### src/rtl/pc_ctrl_pkg.sv
// rtl/pc_ctrl_pkg.sv - shared encodings and default vectors for the PC next-address controller
package pc_ctrl_pkg;

  typedef enum logic [1:0] {
    S_BOOT  = 2'd0,
    S_RUN   = 2'd1,
    S_FLUSH = 2'd2
  } state_t;

  typedef enum logic [2:0] {
    SRC_SEQ    = 3'd0,
    SRC_BRANCH = 3'd1,
    SRC_JUMP   = 3'd2,
    SRC_IRQ    = 3'd3,
    SRC_RETI   = 3'd4
  } src_t;

  localparam int unsigned DEF_ADDR_W       = 16;
  localparam int unsigned DEF_INSTR_BYTES  = 2;
  localparam int unsigned DEF_FLUSH_CYCLES = 2;
  localparam logic [15:0] DEF_RESET_VECTOR = 16'h1040;
  localparam logic [15:0] DEF_IRQ_VECTOR   = 16'h0100;

endpackage

### src/rtl/pc_redirect_arbiter.sv
// rtl/pc_redirect_arbiter.sv - priority select of the next-address source and its target
module pc_redirect_arbiter
  import pc_ctrl_pkg::*;
#(
  parameter int unsigned ADDR_W = DEF_ADDR_W
) (
  input  logic              irq_take,
  input  logic              reti,
  input  logic              jump,
  input  logic              branch_taken,
  input  logic [ADDR_W-1:0] seq_addr,
  input  logic [ADDR_W-1:0] jump_target,
  input  logic [ADDR_W-1:0] branch_target,
  input  logic [ADDR_W-1:0] epc,
  input  logic [ADDR_W-1:0] irq_vector,
  output src_t              src,
  output logic [ADDR_W-1:0] target
);

  // Instructions are halfword aligned, so computed targets drop bit 0.
  always_comb begin
    src    = SRC_SEQ;
    target = seq_addr;
    if (irq_take) begin
      src    = SRC_IRQ;
      target = irq_vector;
    end else if (reti) begin
      src    = SRC_RETI;
      target = epc;
    end else if (jump) begin
      src    = SRC_JUMP;
      target = {jump_target[ADDR_W-1:1], 1'b0};
    end else if (branch_taken) begin
      src    = SRC_BRANCH;
      target = {branch_target[ADDR_W-1:1], 1'b0};
    end
  end

endmodule

### src/rtl/pc_sequencer.sv
// rtl/pc_sequencer.sv - next-address controller: boot, sequential, redirect, interrupt entry/return
module pc_sequencer
  import pc_ctrl_pkg::*;
#(
  parameter int unsigned       ADDR_W       = DEF_ADDR_W,
  parameter int unsigned       INSTR_BYTES  = DEF_INSTR_BYTES,
  parameter logic [ADDR_W-1:0] RESET_VECTOR = DEF_RESET_VECTOR,
  parameter logic [ADDR_W-1:0] IRQ_VECTOR   = DEF_IRQ_VECTOR,
  parameter int unsigned       FLUSH_CYCLES = DEF_FLUSH_CYCLES
) (
  input  logic              inp_clk,
  input  logic              inp_reset,
  input  logic [ADDR_W-1:0] inp_currentAddress,
  input  logic              inp_stall,
  input  logic              inp_branchTaken,
  input  logic [ADDR_W-1:0] inp_branchTarget,
  input  logic              inp_jump,
  input  logic [ADDR_W-1:0] inp_jumpTarget,
  input  logic              inp_irq,
  input  logic              inp_reti,
  output logic [ADDR_W-1:0] out_nextInstructionAddress,
  output logic              out_changeAddress,
  output logic              out_flush,
  output logic              out_irqAck,
  output logic [ADDR_W-1:0] out_epc,
  output logic              out_irqEnable
);

  localparam logic [2:0] FLUSH_LOAD = 3'(FLUSH_CYCLES - 1);

  state_t            state_q, state_d;
  logic [ADDR_W-1:0] next_q, next_d;
  logic [ADDR_W-1:0] epc_q, epc_d;
  logic              change_q, change_d;
  logic              flush_q, flush_d;
  logic              ack_q, ack_d;
  logic              irq_en_q, irq_en_d;
  logic              irq_pend_q, irq_pend_d;
  logic [2:0]        cnt_q, cnt_d;

  logic [ADDR_W-1:0] seq_addr;
  logic              irq_take;
  src_t              src;
  logic [ADDR_W-1:0] target;

  assign seq_addr = inp_currentAddress + ADDR_W'(INSTR_BYTES);
  assign irq_take = irq_pend_q & irq_en_q;

  pc_redirect_arbiter #(
    .ADDR_W(ADDR_W)
  ) u_arbiter (
    .irq_take      (irq_take),
    .reti          (inp_reti),
    .jump          (inp_jump),
    .branch_taken  (inp_branchTaken),
    .seq_addr      (seq_addr),
    .jump_target   (inp_jumpTarget),
    .branch_target (inp_branchTarget),
    .epc           (epc_q),
    .irq_vector    (IRQ_VECTOR),
    .src           (src),
    .target        (target)
  );

  always_ff @(posedge inp_clk) begin
    if (inp_reset) begin
      state_q    <= S_BOOT;
      next_q     <= RESET_VECTOR;
      epc_q      <= '0;
      change_q   <= 1'b0;
      flush_q    <= 1'b0;
      ack_q      <= 1'b0;
      irq_en_q   <= 1'b1;
      irq_pend_q <= 1'b0;
      cnt_q      <= 3'd0;
    end else begin
      state_q    <= state_d;
      next_q     <= next_d;
      epc_q      <= epc_d;
      change_q   <= change_d;
      flush_q    <= flush_d;
      ack_q      <= ack_d;
      irq_en_q   <= irq_en_d;
      irq_pend_q <= irq_pend_d;
      cnt_q      <= cnt_d;
    end
  end

  always_comb begin
    state_d    = state_q;
    next_d     = next_q;
    epc_d      = epc_q;
    change_d   = 1'b0;
    flush_d    = 1'b0;
    ack_d      = 1'b0;
    irq_en_d   = irq_en_q;
    cnt_d      = cnt_q;
    // The request level is captured even while stalled or flushing.
    irq_pend_d = irq_pend_q | (inp_irq & irq_en_q);

    unique case (state_q)
      S_BOOT: begin
        next_d   = RESET_VECTOR;
        change_d = 1'b1;
        state_d  = S_RUN;
      end

      S_RUN: begin
        if (!inp_stall) begin
          next_d   = target;
          change_d = 1'b1;
          if (src != SRC_SEQ) begin
            flush_d = 1'b1;
            cnt_d   = FLUSH_LOAD;
            state_d = (FLUSH_LOAD != 3'd0) ? S_FLUSH : S_RUN;
          end
          if (src == SRC_IRQ) begin
            epc_d      = inp_currentAddress;
            ack_d      = 1'b1;
            irq_en_d   = 1'b0;
            irq_pend_d = 1'b0;
          end
          if (src == SRC_RETI) begin
            irq_en_d = 1'b1;
          end
        end
      end

      S_FLUSH: begin
        // Redirect requests here come from squashed instructions.
        flush_d = 1'b1;
        if (!inp_stall) begin
          next_d   = seq_addr;
          change_d = 1'b1;
        end
        cnt_d = cnt_q - 3'd1;
        if (cnt_q <= 3'd1) begin
          state_d = S_RUN;
        end
      end

      default: begin
        state_d = S_BOOT;
      end
    endcase
  end

  assign out_nextInstructionAddress = next_q;
  assign out_changeAddress          = change_q;
  assign out_flush                  = flush_q;
  assign out_irqAck                 = ack_q;
  assign out_epc                    = epc_q;
  assign out_irqEnable              = irq_en_q;

endmodule

### config.mk
export PLATFORM = sky130hd
export DESIGN_NAME = pc_sequencer
export DESIGN_NICKNAME = d
export VERILOG_FILES = /design/src/rtl/pc_ctrl_pkg.sv /design/src/rtl/pc_redirect_arbiter.sv /design/src/rtl/pc_sequencer.sv
export SDC_FILE = /design/constraint.sdc
export NUM_CORES = 1
export LEC_CHECK = 0
export BUFFER_PORTS_ARGS = -buffer_cell sky130_fd_sc_hd__buf_2
export CORE_MARGIN = 10
export CORE_UTILIZATION = 50
export CTS_CLUSTER_DIAMETER = 200
export DETAILED_ROUTE_END_ITERATION = 7
export HOLD_SLACK_MARGIN = 0.05
export PLACE_DENSITY = 0.8
export REMOVE_ABC_BUFFERS = 1
export SYNTH_ARGS = -nofsm -noshare
export SYNTH_HDL_FRONTEND = slang
export SYNTH_SLANG_ARGS = --single-unit
### constraint.sdc
create_clock -name inp_clk -period 4 [get_ports inp_clk]
set_input_delay 0.8 -clock inp_clk [delete_from_list [all_inputs] [get_ports inp_clk]]
set_output_delay 0.8 -clock inp_clk [all_outputs]
set_load 0.005 [all_outputs]
### Yosys cells after proc, flatten, opt, wreduce, memory -nomap -nowiden

Index checks and enable logic that the tools add are counted.

* word-level logic and storage cells: 66
* output and inout bits: 36
* input port bits: 55
* register bits after elaboration: 42

* mux-type cells: 29
* equality and inequality tests: 8
* reduce and logical (&&, ||, !) cells: 12
* bitwise gates (word level): 5
* $add $sub $neg: 2
* order comparisons: 1

Operator list (number)
* $mux 16: 6
* $pmux 16 s3: 1
* $add 16x2->16 const B: 1
* $mux 3: 5
* $reduce_and 3->1: 5
* $mux 1: 10
* $ne 2x2->1 const B: 4
* $mux 2: 3
* $pmux 2 s3: 1
* $pmux 3 s2: 1
* $reduce_bool 3->1: 2
* $pmux 1 s2: 2
* $reduce_bool 2->1: 2
* $eq 3x2->1 const B: 1
* $eq 3x3->1 const B: 1
* $le 3x1->1 const B: 1
* $reduce_or 3->1: 1
* $sub 3x1->3 const B: 1
* $and 1x1->1: 2
* $eq 2x1->1 const B: 1
* $eq 2x2->1 const B: 1
* $logic_not 2->1: 1
* $not 1->1: 2
* $reduce_or 2->1: 1
* $or 1x1->1: 1

### Longest topological paths before layout

* depth after elaboration: 8
* mapped depth: 8
* depth with buffers taken out: 7

### By module

From an unflattened synthesis, not the netlist that was laid out.

* cells, all modules: 417
* area, all modules: 3203.1 µm²

By module, submodules not included
* pc_sequencer: sequential area each 840.8 µm², area each 2383.5 µm², times used 1, cells each 306
* pc_redirect_arbiter: sequential area each 0.0 µm², area each 819.5 µm², times used 1, cells each 111

### Worst setup path before layout

OpenSTA, ideal clock, no wires.

* kind: input port to flip-flop
* start: input inp_currentAddress[1]
* end: register next_q[13] (netlist: out_nextInstructionAddress[13])
* path slack: 1.818 ns
* arrival: 2.060 ns
* library setup time: 0.122 ns
* buffers on the path: 0
* data required time: 3.878 ns
* cell stages on the path: 6
* cell sequence: ha_1 -> nand4_1 -> or4_4 -> xnor2_2 -> a32oi_1 -> o21ai_1

* longest elaborated chain between the ends: 7
* elaborated cells between the ends (all ways): 8
* classes of those cells: 1 x add/sub; 7 x mux

Ends and longest elaborated chain
* from (decl): line pc_sequencer.sv:13 `input logic [ADDR_W-1:0] inp_currentAddress,`
* $add 16x2->16 *: line pc_sequencer.sv:46 `assign seq_addr = inp_currentAddress + ADDR_W'(INSTR_BYTES);`
* $mux 16: line pc_redirect_arbiter.sv:33 `end else if (branch_taken) begin`
* $mux 16: line pc_redirect_arbiter.sv:30 `end else if (jump) begin`
* $mux 16: line pc_redirect_arbiter.sv:27 `end else if (reti) begin`
* $mux 16: line pc_redirect_arbiter.sv:24 `if (irq_take) begin`
* $mux 16: line pc_sequencer.sv:109 `if (!inp_stall) begin`
* $pmux 16 s3 *: line pc_sequencer.sv:101 `unique case (state_q)`
* to (signal assigned): line pc_sequencer.sv:78 `next_q <= next_d;`
* to (decl): line pc_sequencer.sv:32 `logic [ADDR_W-1:0] next_q, next_d;`

Mark *: on every way between the ends. The rest lies on a longest branch, timed or not. The select of a mux whose other input is x is not followed.
A chain may end at the register's enable or synchronous reset.

### Worst setup path after layout

* start: register state_q[0]
* end: register next_q[3] (netlist: out_nextInstructionAddress[3])

* longest elaborated chain between the ends: 3
* elaborated cells between the ends (all ways): 8
* classes of those cells: 4 x eq/ne; 1 x mux; 3 x reduce/logical

Ends and longest elaborated chain
* from (decl): line pc_sequencer.sv:31 `state_t state_q, state_d;`
* from (signal assigned): line pc_sequencer.sv:77 `state_q <= state_d;`
* $eq 2x2->1 (tied with other cells): line pc_sequencer.sv:101
* $ne 2x2->1 (no source line) or $reduce_bool 3->1 (tied branches)
* $reduce_and 3->1 (no source line)

Parallel ways exist; a longest one is shown, timed or not.

==> results.json <==
{
  "post_cts_buffers": 0,
  "rr_startpoint": "state_q[0]",
  "r2r_end": "out_nextInstructionAddress[3]",
  "diodes": 0,
  "post-dp-hpwl_microns": 6133,
  "drt_pre_antenna_iters": 5,
  "grt_usage_pct": 19.12,
  "rsz0062_at_grt": "no",
  "h-tree-depth": 2,
  "end_kind": "flip-flop",
  "synth-edff-count": 0,
  "grt_overflow": 0,
  "clk_latency_ns": 0.31,
  "tns_ns": 0,
  "yosys_register_bits": 42,
  "port_buffers": 88,
  "p_leak_nw": 1.339,
  "hold_viol_final": 0,
  "min_to": "out_nextInstructionAddress[11]",
  "wirelength_microns": 8446,
  "path_max_fanout": 20,
  "post-route-period-util_pct": 64.32,
  "layout.nets": 473,
  "fin_skew_ns": 0.01407,
  "grt_max_degree": 31,
  "cts_tree": "yes",
  "dr_wl_met3_microns": 866,
  "met2_length_microns": 3883,
  "yosysSeqAreaShare_pct": 32.67,
  "ant_nets": 0,
  "r2r_cells": 7,
  "period_minus_slack_ns": 2.573,
  "cts_resized": 0,
  "worstHoldPathCells": 2,
  "netlist-cell-type-count": 61,
  "drive_gt1_share_pct": 27.43,
  "wl_per_cell_microns": 17.52,
  "p_per_area_nw_per_um2": 339.9,
  "critPathKind": "flip-flop to flip-flop",
  "cts_hold_buf": 0,
  "synthArstFlopShare_pct": 0,
  "max_cap_viol_count": 0,
  "crit_path_start_kind": "flip-flop",
  "num_io_pins": 91,
  "place_congestion": 0.8844,
  "ys.flop_type": "dfxtp_1",
  "top_layer": "met4",
  "synthCells": 332,
  "antenna_found_initial": 0,
  "initial_core_util_pct": 51.04,
  "die_h_microns": 91.75,
  "timing.final.max_slew_violations": 0,
  "grt_pass1_wl_microns": 13540,
  "ir_drop_v": 0.0003319,
  "m1WireLength_microns": 3530,
  "vias_per_cell": 5.855,
  "cts_made_buffers": 5,
  "cts_root_buf": "clkbuf_8",
  "fp.dieArea_sq_um": 8417,
  "coreArea_sq_um": 5042,
  "min_from": "out_nextInstructionAddress[11]",
  "max_freq_mhz": 388.7,
  "slew_headroom_pct": 36.62,
  "status": "finished, final reports clean",
  "initialDrtViolationCount": 258,
  "cp_data_required_time_ns": 4.23,
  "area.growth.synth_to_final_pct": 22.12,
  "min_path_type": "flip-flop to flip-flop",
  "worst_hold_slack_ns": 0.4665,
  "synth_warnings": 0,
  "clk_pin_slew_ns": 0.08,
  "syn_avg_cell_area_sq_um": 7.752,
  "r2r_setup_slack_ns": 1.43,
  "worst_slew_pin_slew_ns": 0.9435,
  "cts.sinks": 42,
  "grt_pass1_vias": 2692,
  "die_w_microns": 91.75,
  "clock_path_buffers": 2,
  "synth_area_sq_um": 2574,
  "setup-violations-final": 0,
  "vias": 2822,
  "rows": 26,
  "arrival_ns": 2.80,
  "drc_errors": 0
}
==> kinds of logic (layout without fill, tap and decap cells) <==
family	after synthesis	after routing	share of synthesized area, %
flops	42	42	32.67
simple gates	118	118	23.53
buf+inv	38	118	6.125
xor+xnor	12	12	4.376
fa+ha+maj	7	7	3.403
compound gates	110	110	27.95
mux	5	5	1.945
==> synthesized netlist by cell type, drive strengths merged (4+ instances only) <==
| cell | number | area share [%] |
|---|---|---|
| nand2 | 54 | 7.9 |
| dfxtp | 42 | 33 |
| a21oi | 40 | 7.8 |
| o21ai | 22 | 4.3 |
| inv | 19 | 2.8 |
| nor2 | 14 | 2.0 |
| buf | 10 | 2.0 |
| nand3 | 9 | 1.9 |
| nor3 | 9 | 2.1 |
| xnor2 | 9 | 3.4 |
| clkbuf | 8 | 1.2 |
| a22o | 7 | 2.4 |
| ha | 7 | 3.4 |
| a22oi | 6 | 1.7 |
| nor2b | 6 | 1.5 |
| o211ai | 6 | 1.7 |
| a32oi | 5 | 1.7 |
| mux2i | 5 | 1.9 |
| nand4 | 5 | 1.5 |
| a221o | 4 | 1.6 |
==> layout make-up <==
type                            instances  area, sq um
Timing Repair Buffer                   90        455.4
Inverter                               20        75.07
Fill cell                             452         1899
Multi-Input combinational cell        252         1575
Tap cell                               70        87.58
Clock inverter                          3        40.04
Sequential cell                        42        840.8
Clock buffer                            5        68.82
==> cell usage in the layout, fill, tap and decap left out, types with 2 or more instances in the layout <==
cell and instances:
and3_1 2, buf_4 2, a32oi_1 5, o21ai_0 17, o211ai_1 6, nand2b_1 3
a21oi_1 40, mux2i_1 5, nor3_2 2, nor2b_1 6, ha_1 7, nand4_1 4
inv_1 19, nand3_1 8, a22oi_1 6, dfxtp_1 42, a2111oi_0 2, a21boi_0 2
a22o_1 7, and2_1 2, nor3_1 7, o21ai_1 5, nor2_1 14, a221oi_1 3
nor3b_1 2, buf_2 88, nand2_1 54, xor2_1 3, clkinv_2 2, clkbuf_8 5
xnor2_1 8, a221o_1 4
==> worst max-delay path, stage by stage (launching register included) <==
cell and delay (ns):
dfxtp_1 0.35, inv_1 0.09, ha_1 0.64, o21ai_1 0.17
nor2b_1 0.22, nor2_1 0.71, a22oi_1 0.19, o21ai_0 0.12
==> how the worst max path moves through the flow <==
stage | start | endpoint | slack [ns] | cells past startpoint
after CTS | state_q[0] | out_nextInstructionAddress[3] | 1.41 | 7
after detailed placement | state_q[0] | out_nextInstructionAddress[3] | 1.41 | 7
after floorplan | inp_currentAddress[1] | out_nextInstructionAddress[13] | 1.82 | 6
final | state_q[0] | out_nextInstructionAddress[3] | 1.43 | 7
after global routing | state_q[0] | out_nextInstructionAddress[3] | 1.15 | 7
after global placement | state_q[0] | out_nextInstructionAddress[10] | 1.47 | 7
==> registers in the layout, summed over array words and instances, names as in the netlist <==
| signal | cells |
|---|---|
| out_epc | 16 |
| out_nextInstructionAddress | 16 |
| cnt_q | 3 |
| state_q | 2 |
| irq_pend_q | 1 |
| out_changeAddress | 1 |
| out_flush | 1 |
| out_irqAck | 1 |
| out_irqEnable | 1 |
==> metal layers <==
| metal | vias to the layer above | GRT usage, % |
|---|---|---|
| li1 | 1354 | - |
| met1 | 1306 | 24.24 |
| met2 | 144 | 30.39 |
| met3 | 18 | 5.542 |
| met4 | 0 | 6.427 |
| met5 | - | 0 |
==> power by group <==
group | switching [mW] | internal, mW | leakage (nW)
clock network | 0.159 | 0.184 | 0.0579
logic | 0.158 | 0.106 | 0.940
registers | 0.0185 | 0.442 | 0.341
total | 0.336 | 0.733 | 1.34
==> through the flow <==
stage / area [sq um] / worst slack (ns) / utilization (%) / instances / total power, mW
after CTS: 3143 / 1.410 / 62.33 / 482 / 1.064
after global routing: 3143 / 1.153 / 62.33 / 482 / 1.123
after floorplan: 2491 / 1.818 / - / 314 / 0.6187
final: 3143 / 1.427 / 62.33 / 482 / 1.068
after global placement: 3034 / 1.469 / 60.17 / 474 / 0.7239
after detailed placement: 3034 / 1.405 / 60.17 / 474 / 0.7289
(Power assumes the default switching activity.)
